===== src/rtl/rv32i_trace_buffer.sv =====
// rv32i_trace_buffer: writeback trace capture for the rv32i core.
// Timestamps every architectural register write (rd != x0), queues it in a
// FIFO and streams each record as a two-word valid/ready packet:
//   word0 = {ts[15:0], 11'b0, rd[4:0]}, word1 = data[31:0] (last=1).
module rv32i_trace_buffer #(
    parameter int unsigned DEPTH = 16,
    localparam int unsigned AW = $clog2(DEPTH)
) (
    input  logic          clk_i,
    input  logic          rst_ni,
    input  logic          enable_i,
    input  logic          clear_i,
    input  logic          wb_valid_i,
    input  logic [4:0]    wb_rd_i,
    input  logic [31:0]   wb_data_i,
    output logic          trace_valid_o,
    input  logic          trace_ready_i,
    output logic [31:0]   trace_data_o,
    output logic          trace_last_o,
    output logic [AW:0]   level_o,
    output logic [15:0]   drop_cnt_o,
    output logic          overflow_o
);

    localparam logic [AW:0] LevelFull = (AW+1)'(DEPTH);

    typedef enum logic [1:0] {StIdle, StHdr, StDat} state_e;

    // Record storage, split by field
    logic [15:0]   mem_ts_q   [DEPTH];
    logic [4:0]    mem_rd_q   [DEPTH];
    logic [31:0]   mem_data_q [DEPTH];

    logic [15:0]   ts_q;
    logic [AW-1:0] wr_ptr_q;
    logic [AW-1:0] rd_ptr_q;
    logic [AW:0]   level_q;
    logic [AW:0]   level_d;
    logic [15:0]   drop_cnt_q;
    logic          overflow_q;

    state_e        state_q;
    logic          valid_q;
    logic          last_q;
    logic [31:0]   data_q;
    logic [31:0]   hold_q;   // data word of the record currently being sent

    logic          capture;
    logic          empty;
    logic          full;
    logic          pop;
    logic          push;
    logic          drop;
    logic [31:0]   head_word0;
    logic [31:0]   head_data;

    // Capture/pop decisions and FIFO level next-state
    always_comb begin
        capture = enable_i & wb_valid_i & (wb_rd_i != 5'd0) & ~clear_i;
        empty   = (level_q == '0);
        full    = (level_q == LevelFull);
        // The FSM takes a new record when idle, or right as the data word of
        // the current packet is accepted, so packets run back-to-back.
        pop     = ~clear_i & ~empty &
                  ((state_q == StIdle) | ((state_q == StDat) & trace_ready_i));
        // A pop in the same cycle frees a slot, so a full FIFO can still accept.
        push    = capture & (~full | pop);
        drop    = capture & full & ~pop;

        level_d = level_q;
        unique case ({push, pop})
            2'b10:   level_d = level_q + 1'b1;
            2'b01:   level_d = level_q - 1'b1;
            default: level_d = level_q;
        endcase

        head_word0 = {mem_ts_q[rd_ptr_q], 11'b0, mem_rd_q[rd_ptr_q]};
        head_data  = mem_data_q[rd_ptr_q];
    end

    // Free-running timestamp; frozen while capture is disabled
    always_ff @(posedge clk_i or negedge rst_ni) begin
        if (!rst_ni) begin
            ts_q <= 16'd0;
        end else if (clear_i) begin
            ts_q <= 16'd0;
        end else if (enable_i) begin
            ts_q <= ts_q + 16'd1;
        end
    end

    // Record storage write; contents need no reset, validity is tracked by level
    always_ff @(posedge clk_i) begin
        if (push) begin
            mem_ts_q[wr_ptr_q]   <= ts_q;
            mem_rd_q[wr_ptr_q]   <= wb_rd_i;
            mem_data_q[wr_ptr_q] <= wb_data_i;
        end
    end

    // FIFO pointers and occupancy
    always_ff @(posedge clk_i or negedge rst_ni) begin
        if (!rst_ni) begin
            wr_ptr_q <= '0;
            rd_ptr_q <= '0;
            level_q  <= '0;
        end else if (clear_i) begin
            wr_ptr_q <= '0;
            rd_ptr_q <= '0;
            level_q  <= '0;
        end else begin
            if (push) begin
                wr_ptr_q <= wr_ptr_q + 1'b1;
            end
            if (pop) begin
                rd_ptr_q <= rd_ptr_q + 1'b1;
            end
            level_q <= level_d;
        end
    end

    // Saturating drop counter and sticky overflow flag
    always_ff @(posedge clk_i or negedge rst_ni) begin
        if (!rst_ni) begin
            drop_cnt_q <= 16'd0;
            overflow_q <= 1'b0;
        end else if (clear_i) begin
            drop_cnt_q <= 16'd0;
            overflow_q <= 1'b0;
        end else if (drop) begin
            overflow_q <= 1'b1;
            if (drop_cnt_q != 16'hFFFF) begin
                drop_cnt_q <= drop_cnt_q + 16'd1;
            end
        end
    end

    // Output packet FSM with registered valid/data/last
    always_ff @(posedge clk_i or negedge rst_ni) begin
        if (!rst_ni) begin
            state_q <= StIdle;
            valid_q <= 1'b0;
            last_q  <= 1'b0;
            data_q  <= 32'd0;
            hold_q  <= 32'd0;
        end else if (clear_i) begin
            // Abandon any half-sent packet
            state_q <= StIdle;
            valid_q <= 1'b0;
            last_q  <= 1'b0;
            data_q  <= 32'd0;
        end else begin
            unique case (state_q)
                StIdle: begin
                    if (pop) begin
                        state_q <= StHdr;
                        valid_q <= 1'b1;
                        last_q  <= 1'b0;
                        data_q  <= head_word0;
                        hold_q  <= head_data;
                    end
                end
                StHdr: begin
                    if (trace_ready_i) begin
                        state_q <= StDat;
                        last_q  <= 1'b1;
                        data_q  <= hold_q;
                    end
                end
                StDat: begin
                    if (trace_ready_i) begin
                        if (pop) begin
                            state_q <= StHdr;
                            valid_q <= 1'b1;
                            last_q  <= 1'b0;
                            data_q  <= head_word0;
                            hold_q  <= head_data;
                        end else begin
                            state_q <= StIdle;
                            valid_q <= 1'b0;
                            last_q  <= 1'b0;
                            data_q  <= 32'd0;
                        end
                    end
                end
                default: begin
                    state_q <= StIdle;
                    valid_q <= 1'b0;
                    last_q  <= 1'b0;
                    data_q  <= 32'd0;
                end
            endcase
        end
    end

    assign trace_valid_o = valid_q;
    assign trace_data_o  = data_q;
    assign trace_last_o  = last_q;
    assign level_o       = level_q;
    assign drop_cnt_o    = drop_cnt_q;
    assign overflow_o    = overflow_q;

endmodule


===== config.mk =====
export PLATFORM = sky130hd
export DESIGN_NAME = rv32i_trace_buffer
export DESIGN_NICKNAME = d
export VERILOG_FILES = /design/src/rtl/rv32i_trace_buffer.sv
export SDC_FILE = /design/constraint.sdc
export NUM_CORES = 1
export LEC_CHECK = 0
export CORE_UTILIZATION = 40
export CTS_CLUSTER_DIAMETER = 30
export DETAILED_ROUTE_END_ITERATION = 10
export HOLD_SLACK_MARGIN = 0.02
export PLACE_DENSITY = 0.64
export SLEW_MARGIN = 20
export SYNTH_ARGS = -nofsm -noshare
export SYNTH_HDL_FRONTEND = slang
export SYNTH_SLANG_ARGS = --single-unit

===== constraint.sdc =====
create_clock -name clk_i -period 17.3 [get_ports clk_i]
set_input_delay 2.595 -clock clk_i [delete_from_list [all_inputs] [get_ports clk_i]]
set_output_delay 2.595 -clock clk_i [all_outputs]
set_load 0.01 [all_outputs]

# Word level (Yosys, flattened, before mapping)

Memories as Yosys holds them, arrays and structs flattened.
Cells that the tools add are included.

Flip-flop bits (word level): 114
RAM bits: 848
Output and inout port bits: 56
Logic and storage cells: 100
Memories kept: 3

Add/sub/neg operators: 6
Eq/ne operators: 11
Multiplexer cells: 40
Bitwise logic cells: 15
Reductions and logical operators: 14

Memories:

| memory     | words | width | read ports | clocked after Yosys merged registers in | wr ports | line | source |
|---|---|---|---|---|---|---|---|
| mem_data_q | 16    | 32    | 1          | 0                                       | 1        | 32   | `logic [31:0] mem_data_q [DEPTH];` |
| mem_ts_q   | 16    | 16    | 1          | 0                                       | 1        | 30   | `logic [15:0] mem_ts_q [DEPTH];` |
| mem_rd_q   | 16    | 5     | 1          | 0                                       | 1        | 31   | `logic [4:0] mem_rd_q [DEPTH];` |

Operators with widths:

| cell                                             | number |
|---|---|
| 2-to-1 mux 32 bit                                | 7 |
| one-hot mux 32 bit (3 select lines)              | 1 |
| 2-to-1 mux 16 bit                                | 5 |
| one-hot mux 32 bit (2 select lines)              | 1 |
| adder 16 x 1 -> 16 bit, second input constant    | 2 |
| 2-to-1 mux 4 bit                                 | 4 |
| != test 16 bit, second input constant            | 1 |
| 2-to-1 mux 1 bit                                 | 13 |
| nonzero test 2 bit                               | 6 |
| one-hot mux 5 bit (2 select lines)               | 1 |
| bitwise AND 1 bit                                | 9 |
| != test 3 bit, second input constant             | 3 |
| AND reduction 3 bit                              | 3 |
| adder 4 x 1 -> 4 bit, second input constant      | 2 |
| 2-to-1 mux 2 bit                                 | 4 |
| one-hot mux 1 bit (3 select lines)               | 2 |
| one-hot mux 2 bit (3 select lines)               | 1 |
| adder 5 x 1 -> 5 bit, second input constant      | 1 |
| == test 5 bit, second input constant             | 1 |
| logical NOT 5 bit                                | 1 |
| 2-to-1 mux 5 bit                                 | 1 |
| nonzero test 5 bit                               | 1 |
| subtractor 5 x 1 -> 5 bit, second input constant | 1 |
| == test 2 x 1 -> 1 bit, second input constant    | 2 |
| other kinds (7)                                  | 13 |

# Logic depth before layout (Yosys ltp)

Gate-level depths: netlist of run 1.

Depth in word-level cells: 9
Mapped depth: 11

# Worst setup path after synthesis of run 1

OpenSTA, ideal clock, no wires.

Path kind: in2reg
From: input clear_i
To: memory mem_data_q[0][0] (enable)
Setup time: 0.595 ns
Arrival time: 8.514 ns
Required time: 16.705 ns
Slack: 8.191 ns
Stages: 5
Buffers on the path: 2
Path through: buf_2 o311ai_4 nand2_1 buf_2 nor4_1

Word-level cells in the longest chain between the ends: 7
Elaborated cells between the ends (all ways): 8

Ends and longest elaborated chain:

| element                                    | line | source |
|---|---|---|
| start: declaration                         | 12   | `input logic clear_i,` |
| NOT 1 bit (no line) (*)                    | n/a  |  |
| bitwise AND 1 bit (2 in a row)             | 64   | `pop = ~clear_i & ~empty &` |
| OR 1 bit                                   | 67   | `push = capture & (~full \| pop);` |
| bitwise AND 1 bit (*)                      | 67   |  |
| 2-to-1 mux 1 bit (*)                       | 94   | `if (push) begin` |
| 2-to-1 mux 1 bit (implied by the code) (*) | 97   | `mem_data_q[wr_ptr_q] <= wb_data_i;` |
| end: declaration                           | 32   |  |

Mark *: on every way between the ends. The rest lies on a longest branch, timed or not.

# Worst setup path after layout of run 1

From: input wb_rd_i[4]
To: memory mem_ts_q[6][15] (enable)

Word-level cells in the longest chain between the ends: 6

Ends and longest elaborated chain:

| element                                | line | source |
|---|---|---|
| start: declaration                     | 14   | `input logic [4:0] wb_rd_i,` |
| nonzero test 5 bit                     | 59   | `capture = enable_i & wb_valid_i & (wb_rd_i != 5'd0) & ~clear_i;` |
| bitwise AND 1 bit (2 in a row)         | 59   |  |
| bitwise AND 1 bit                      | 67   |  |
| 2-to-1 mux 1 bit                       | 94   |  |
| 2-to-1 mux 1 bit (implied by the code) | 95   | `mem_ts_q[wr_ptr_q] <= ts_q;` |
| end: declaration                       | 30   |  |

Every way passes these cells.

==> results.md, run 1 <==
* Outcome: completed
* Setup Crit Path Kind: in2reg
* FF+latch count, synth at 961
* Setup Skew at 17.6 ps
* WL final at 83500 µm
* R2r endpoint: trace_data_o[2]
* Critical Path RT at 17630 ps
* Most common cell after layout, fill and taps aside: edfxtp_1
* Fin crit period at 5480 ps
* Crit-path max FO at 53
* First-pass GRT wire length at 125000 µm
* Register area share after synthesis at 0.762
* CTS Sinks at 961
* Detail Placement HPWL at 41800 µm
* Cell count after synthesis at 1761
* Design Area, Final at 45400 µm²
* Crit path from: wb_rd_i[4]
* Critical path launch point type: primary input
* Antenna Nets Post-Route at 0
* Crit path DAT at 5810 ps
* Leak Pwr at 0.0145 µW
* Setup total negative slack at 0 ps
* Pre-Repair DR Iteration Count at 7
* Final Hold Viols at 0
* Total congestion overflow at 0
* Min-delay src: overflow_o
* Distinct cells, synth at 61
* Gr usage total at 0.182
* Synth Warn # at 0
* Max-Cap Viols at 0
* DP Area at 39500 µm²
* Setup violations, final at 0
* Drt drc at 0
* Largest net degree at the start of global routing at 107
* CTS tree: done
* Syn avg cell area at 21.1 µm²
* Vias per cell at 5.49
* Maximum clock insertion buffer count at 3
* Share of cells above drive strength 1 at 0.262
* Clock root buffer: clkbuf_16
* RSZ-0062 raised after global routing: no
* Peak VDD IR at 144 µV
* Max Transition Viols Final at 0
* DIE WIDTH at 307 µm
* Post-synth EDFFs at 848
* Slew HR at 0.240
* CTS HTree Levels at 4
* Worst R2R Path Depth at 7
* Hold Path Class: reg2reg
* Post-CTS Setup Bufs at 0
* Drt first-iter violations at 1784
* Cts bufs inserted at 166
* Top_reg_cell synth: edfxtp_1
* Mapped Area at 37100 µm²
* R2R setup slack at 13080 ps
* Fraction of registers with async set/reset at 0.118
* P per Cell Area at 158 nW/µm²
* Skew-Pair Late Insertion Delay at 720 ps
* DR vias at 18400
* Row count at 111
* Net count after synthesis at 1815
* R2R Path Start: rd_ptr_q[0]
* Min-Delay Endpoint: overflow_o
* Area of the die at 94100 µm²
* Initial core utilization at 0.405
* PostCTS Resize Cnt at 0
* Cts hold-fix bufs at 0
* Wirelength per Cell at 25.0 µm
* I/O Pins at 99
* Worst-margin pin slew at 1140 ps
* Initial antenna violation count at 0
* Hold Crit Depth at 1
* Core region area at 91800 µm²
* Max frequency at 182 MHz
* Area Overhead vs Synth at 22.4%
* IO Port Bufs at 98
* Post-route clock period utilization at 0.317
* CTS clk-pin slew, worst paths at 40 ps
* Die height at 307 µm
* Fin nets at 2007
* GPL Wtd Cong at 0.772
* Vias in the first global route at 19600
* ANT cells at 0
* Most frequent cells in the layout: edfxtp_1, mux4_2, clkbuf_16
* Nature of the critical path endpoint: flop
[worst max path at each step]
stage                             end  depth (start not counted)  slack, ps
global route        mem_data_q[10][8]                          6      11710
finish                mem_ts_q[6][15]                          6      11820
global placement    mem_data_q[14][4]                          6      11340
CTS                 mem_data_q[10][8]                          6      11900
floorplan            mem_data_q[0][0]                          5       8190
detailed placement  mem_data_q[4][14]                          6      11150
[power by group]
part	total, µW	switching, µW	internal [µW]
registers	2740	134	2610
logic	1030	519	512
clock network	3390	1150	2240
[per-layer routing]
metal	GRT usage	part of all wire
met5	0	0
met2	0.291	0.49
met4	0.0638	0.024
met1	0.239	0.42
met3	0.0485	0.073
[through the flow]
step / instances / power, µW / setup slack (ps) / hold slack, ps / util
global placement: 3026 / 3820 / 11340 / 482 / 0.430
CTS: 3338 / 7230 / 11900 / 489 / 0.495
global route: 3340 / 7410 / 11710 / 508 / 0.495
floorplan: 1761 / 3470 / 8190 / 457 / -
finish: 3340 / 7160 / 11820 / 483 / 0.495
detailed placement: 3026 / 3830 / 11150 / 480 / 0.430
[sequential cells by signal (all words and copies together) (netlist names), 2 cells and up]
register,count
trace_data_o,32
state_q,2
mem_data_q,512
hold_q,32
drop_cnt_o,16
wr_ptr_q,4
mem_rd_q,80
rd_ptr_q,4
ts_q,16
level_o,5
mem_ts_q,256
[cells in the mapped netlist (17+ instances only)]
| cell type | n | area share |
|---|---|---|
| edfxtp_1 | 848 | 0.69 |
| mux4_2 | 212 | 0.13 |
| dfrtp_1 | 113 | 0.076 |
| mux2i_1 | 89 | 0.024 |
| nand2_1 | 51 | 0.0052 |
| a211oi_1 | 45 | 0.0091 |
| buf_2 | 40 | 0.0054 |
| nor2_1 | 36 | 0.0036 |
| clkbuf_1 | 34 | 0.0034 |
| o221ai_1 | 32 | 0.0075 |
| nor2b_1 | 23 | 0.0039 |
| a221o_1 | 21 | 0.0057 |
| nand3_1 | 17 | 0.0023 |
[kinds of logic (layout without fill, tap and decap cells)]
group,after synthesis,in the layout,share of synthesized area
compound gates,163,163,0.0354
xor+xnor,21,21,0.00495
fa+ha+maj,11,11,0.00391
buf+inv,114,450,0.0146
flops,961,961,0.762
mux,303,303,0.153
simple gates,188,188,0.0261
[cell type report]
class	instances	area [µm²]
Fill cell	7200	46400
Sequential cell	961	28300
Multi-Input combinational cell	686	8410
Clock buffer	200	4410
Tap cell	1243	1560
Clock inverter	112	1510
Timing Repair Buffer	122	1190
Inverter	16	60.1
[worst max-delay path, stage by stage]
cell             delay, ps
clkdlybuf4s50_1        860
or4_1                  270
o21a_1                 230
nand2_1                330
nor3b_1                550
and2_4                 930
No activity file was read; power rests on OpenSTA's default activity.
==> inputs of run 2 (changes only) <==
==> constraint.sdc (replaced) <==
create_clock -name clk_i -period 5.35 [get_ports clk_i]
set_input_delay 0.8025 -clock clk_i [delete_from_list [all_inputs] [get_ports clk_i]]
set_output_delay 0.8025 -clock clk_i [all_outputs]
set_load 0.01 [all_outputs]
==> results.md, run 2 (synthesis gave the netlist of run 1 again) <==
* Outcome: completed
* Most frequent cells in the layout: edfxtp_1, mux4_2, clkbuf_16
* Placed cells at 3040 (+0.46%)
* Crit path DAT at 4090 ps (-1720 ps)
* I/O Pins at 99 (unchanged)
* CTS Sinks at 961 (unchanged)
* RSZ-0062 raised after global routing: no
* Nature of the critical path endpoint: flop
* WL final at 83200 µm (-0.34%)
* Antenna Nets Post-Route at 0 (unchanged)
* Worst-margin pin slew at 1040 ps (-96.9 ps)
* Hold Slack at 144 ps (-338 ps)
* Clock root buffer: clkbuf_16
* Wirelength per Cell at 25.0 µm (about the same)
* PostCTS Resize Cnt at 0 (unchanged)
* CTS HTree Levels at 4 (unchanged)
* Post-route non-filler standard cell count at 3331 (-0.27%)
* GPL Wtd Cong at 0.760 (-1.6%)
* Detail Placement HPWL at 43900 µm (+4.9%)
* DR vias at 18300 (-0.22%)
* Peak VDD IR at 257 µV (+79%)
* Worst R2R Path Depth at 5 (-2)
* Pre-Repair DR Iteration Count at 8 (+1)
* Fin crit period at 3780 ps
* Crit path from: wb_rd_i[4]
* Filler cells at 7266 (+0.92%)
* R2R setup slack at 1840 ps (-11240 ps)
* DIE WIDTH at 307 µm (unchanged)
* Share of cells above drive strength 1 at 0.264 (+0.00161)
* Vias in the first global route at 19600 (-0.31%)
* Gr usage total at 0.181 (-0.00102)
* CTS clk-pin slew, worst paths at 50 ps (about the same)
* Largest net degree at the start of global routing at 87 (-19%)
* Most common cell after layout, fill and taps aside: edfxtp_1
* Regs by FF count: mem_data_q (512), mem_ts_q (256), mem_rd_q (80)
* Critical Path RT at 5660 ps (-11970 ps)
* Drt first-iter violations at 1678 (-5.9%)
* Leak Pwr at 0.0143 µW (-1.3%)
* Drt drc at 0 (unchanged)
* Area Overhead vs Synth at 21.5%
* Total congestion overflow at 0 (unchanged)
* Critical path launch point type: primary input
* Slew HR at 0.304 (+0.0646)
* Row count at 111 (unchanged)
* Vias per cell at 5.50 (about the same)
* Max reg flops at 512 (unchanged)
* Max-Cap Viols at 0 (unchanged)
* Finished Core Util at 0.491 (-0.00367)
* Initial antenna violation count at 1 (+1)
* Area of the die at 94100 µm² (unchanged)
* R2R Path Start: state_q[1]
* CTS tree: done
* Maximum clock insertion buffer count at 3 (unchanged)
* Max Transition Viols Final at 0 (unchanged)
* Setup violations, final at 0 (unchanged)
* Fin nets at 2010 (+0.15%)
* Crit-path max FO at 53 (unchanged)
* Cts hold-fix bufs at 0 (unchanged)
* ANT cells at 0 (unchanged)
* P per Cell Area at 494 nW/µm² (+210%)
* Post-CTS Setup Bufs at 0 (unchanged)
* Cts bufs inserted at 157 (-5.4%)
* First-pass GRT wire length at 126000 µm (+0.42%)
* Top reg by flops: mem_data_q
* Core region area at 91800 µm² (unchanged)
* Setup Crit Path Kind: in2reg
* IO Port Bufs at 98 (unchanged)
* Max frequency at 264 MHz
* Hold Path Class: in2async
* Post-route clock period utilization at 0.707
* Setup Skew at 26.8 ps (+9.14 ps)
* Final Hold Viols at 0 (unchanged)
* Initial core utilization at 0.405 (unchanged)
* Die height at 307 µm (unchanged)
* Skew-Pair Late Insertion Delay at 720 ps (about the same)
## run 2: cell count changes in the layout (fill, tap and decap cells not counted), sizes merged
| cell | delta |
|---|---|
| buf | +12 |
| clkbuf | -25 |
| inv | +6 |
| clkinv | +2 |
| bufinv | -11 |
| clkinvlp | +7 |
## run 2: worst max-delay path, cell delays in order
cell and delay [ps]:
clkdlybuf4s50_1 890, or4_1 280, o21a_1 230, nand2_1 330, nor3b_1 580, and2_4 930
## run 2: where the power goes
group / total [µW] / internal (µW) / switching, µW / leakage, µW
Sequential: 8870 / 8420 / 448 / 0.00907
Clock: 10000 / 6440 / 3580 / 0.00257
Combinational: 3390 / 1700 / 1690 / 0.00270
## run 2: through the flow
| stage | area, µm² | TNS, ps | power (µW) | worst slack (ps) |
|---|---|---|---|---|
| after detailed placement | 39700 | 0 | 12500 | 859 |
| after global placement | 39700 | 0 | 12400 | 1150 |
| after floorplan | 37100 | -416950 | 11200 | -1970 |
| after CTS | 45100 | 0 | 22500 | 1560 |
| after global routing | 45100 | 0 | 23100 | 1460 |
| final | 45100 | 0 | 22300 | 1570 |
## run 2: worst paths after layout
path / endpoint
max in group asynchronous: rd_ptr_q[3]
hold reg to reg: hold_q[21]
setup reg to reg: mem_data_q[8][6]
setup / recovery: mem_data_q[8][6]
min in group clk_i: hold_q[21]
hold / removal: drop_cnt_o[3]
## run 2: layer usage
metal,track usage,vias to the layer above,part of all wire
met1,0.243,9729,0.42
li1,-,7796,-
met3,0.0407,140,0.064
met5,0,-,0
met2,0.292,644,0.49
met4,0.0586,0,0.023
## run 2: cell type report
cell class | count | area [µm²] | share of cell area
timing repair buffer | 134 | 1410 | 0.0313
multi-input combinational | 686 | 8410 | 0.186
clock inverter | 116 | 1200 | 0.0267
sequential | 961 | 28300 | 0.627
inverter | 16 | 60.1 | 0.00133
tap | 1243 | 1560 | 0.0345
clock buffer | 175 | 4170 | 0.0923
==> inputs of run 3 (changes only) <==
==> constraint.sdc (replaced) <==
create_clock -name clk_i -period 3.93 [get_ports clk_i]
set_input_delay 0.5895 -clock clk_i [delete_from_list [all_inputs] [get_ports clk_i]]
set_output_delay 0.5895 -clock clk_i [all_outputs]
set_load 0.01 [all_outputs]
==> results.md, run 3 (synthesis gave the netlist of run 1 again) <==
* Setup Crit Path Kind: reg2reg
* Nature of the critical path endpoint: flop
* I/O Pins at 99 (unchanged)
* Row count at 111 (unchanged)
* Reg area at 28300 µm² (unchanged)
* Total congestion overflow at 0 (unchanged)
* Initial core utilization at 0.405 (unchanged)
* Core region area at 91800 µm² (unchanged)
* Min-Delay Endpoint: trace_valid_o
* Hold Path Class: in2reg
* Antenna Nets Post-Route at 0 (unchanged)
* Peak VDD IR at 410 µV (+60%)
* GRT met3 Usage at 0.0403 (-0.000414)
* RSZ-0062 raised after global routing: no
* R2R Path Start: level_o[1]
* Post-route clock period utilization at 0.753
* ANT cells at 0 (unchanged)
* Cts bufs inserted at 171 (+8.9%)
* Gr usage total at 0.187 (+0.00696)
* Maximum clock insertion buffer count at 3 (unchanged)
* Skew-Pair Late Insertion Delay at 740 ps (+20 ps)
* WL final at 86500 µm (+3.9%)
* Filler cells at 7112 (-2.1%)
* Worst-margin pin slew at 902 ps (-141 ps)
* Setup Skew at 20.3 ps (-6.49 ps)
* Setup total negative slack at 0 ps (unchanged)
* Vias per cell at 5.52 (+0.44%)
* IO Port Bufs at 98 (unchanged)
* Worst R2R Path Depth at 6 (+1)
* Area of the die at 94100 µm² (unchanged)
* Die height at 307 µm (unchanged)
* Area Overhead vs Synth at 25.0%
* GPL Wtd Cong at 0.795 (+4.7%)
* CTS Sinks at 961 (unchanged)
* R2r endpoint: level_o[4]
* Crit-path max FO at 22 (-58%)
* Post-CTS Setup Bufs at 0 (unchanged)
* Drt first-iter violations at 1747 (+4.1%)
* Final Hold Viols at 0 (unchanged)
* Leak Pwr at 0.0150 µW (+4.3%)
* Fin nets at 2063 (+2.6%)
* Fin crit period at 2960 ps
* Outcome: completed
* Met2 global-route usage at 0.295 (+0.00353)
* Hold Slack at 239 ps (+94.7 ps)
* Clock root buffer: clkbuf_16
* Hold Crit Depth at 2
* Most common cell after layout, fill and taps aside: edfxtp_1
* Grt peak-use layer: met2
* Cts hold-fix bufs at 1 (+1)
* CTS clk-pin slew, worst paths at 50 ps (about the same)
* Overall power at 32300 µW (+45%)
* Drt drc at 0 (unchanged)
* Max reg flops at 512 (unchanged)
* Max frequency at 338 MHz
* Regs by FF count: mem_data_q (512), mem_ts_q (256), mem_rd_q (80)
* Largest net degree at the start of global routing at 69 (-21%)
* PostCTS Resize Cnt at 0 (unchanged)
* Vias in the first global route at 19900 (+1.7%)
* Critical Path RT at 4570 ps (-1090 ps)
* Min-delay src: clear_i
* Area of the multi-input gates at 8440 µm² (+0.36%)
* DIE WIDTH at 307 µm (unchanged)
* Max Transition Viols Final at 0 (unchanged)
* P per Cell Area at 695 nW/µm² (+41%)
* CTS tree: done
* Setup violations, final at 0 (unchanged)
* Pre-Repair DR Iteration Count at 5 (-3)
* Wirelength per Cell at 25.4 µm (+1.8%)
* Detail Placement HPWL at 49800 µm (+13%)
* First-pass GRT wire length at 130000 µm (+3.6%)
* GR Util met1 at 0.261 (+0.0186)
* Max-Cap Viols at 0 (unchanged)
* Slew HR at 0.398 (+0.0939)
* Initial antenna violation count at 0 (-1)
* Crit path DAT at 3590 ps (-500 ps)
* R2R setup slack at 970 ps (-870 ps)
* Share of cells above drive strength 1 at 0.284 (+0.0197)
* DR vias at 18800 (+2.6%)
* Top reg by flops: mem_data_q
* CTS HTree Levels at 4 (unchanged)
* Most frequent cells in the layout: edfxtp_1, mux4_2, clkbuf_16
* Critical path launch point type: flop
==> run 3: cell count changes in the layout (fill, tap and decap cells not counted), sizes merged <==
cell,previous run,this run
buf,38,76
clkinvlp,25,22
inv,37,39
clkinv,54,61
bufinv,16,29
clkbuf,175,187
dlygate4sd3,0,1
==> run 3: power breakdown <==
| group | internal (µW) | total, µW | switching [µW] |
|---|---|---|---|
| Combinational | 2410 | 4950 | 2540 |
| Sequential | 11500 | 12000 | 519 |
| Clock | 10200 | 15300 | 5190 |
| Total | 24000 | 32300 | 8250 |
==> run 3: critical path, cell delays in order, from the launching register on <==
cell and delay (ps):
dfrtp_1 470, or4_4 610, o2111ai_4 740, buf_4 460
o21ai_1 140, o2bb2a_2 280, o211ai_1 160
==> run 3: area by class of cell <==
class,count,share of cell area
clock buffers,187,0.0955
clock inverters,135,0.0362
inverters,16,0.00129
multi-input cells,686,0.182
flip-flops and latches,961,0.610
well taps,1243,0.0335
repair buffers,173,0.0421
==> run 3: metal layers <==
| metal | part of all wire | vias up |
|---|---|---|
| li1 | - | 7944 |
| met4 | 0.020 | 0 |
| met5 | 0 | - |
| met2 | 0.48 | 701 |
| met1 | 0.43 | 10000 |
| met3 | 0.066 | 130 |
==> run 3: worst max path at each step <==
| stage | endpoint | slack, ps | start | cells after the start |
|---|---|---|---|---|
| 6_report | level_o[4] | 970 | level_o[1] | 6 |
| 5_1_grt | level_o[4] | 870 | level_o[1] | 6 |
| 4_1_cts | level_o[4] | 980 | level_o[1] | 6 |
| 3_5_place_dp | level_o[4] | 410 | wb_rd_i[3] | 11 |
| 3_3_place_gp | level_o[4] | 400 | wb_rd_i[3] | 11 |
| 2_1_floorplan | mem_data_q[0][0] | -930 | clear_i | 5 |
==> run 3: through the flow <==
stage	utilization	std cells	worst slack [ps]	cell area [µm²]
4_1_cts	0.506	3401	983	46400
6_report	0.506	3401	972	46400
2_1_floorplan	-	1761	-934	37200
5_1_grt	0.506	3401	871	46400
3_3_place_gp	0.439	3078	400	40300
3_5_place_dp	0.439	3078	410	40300
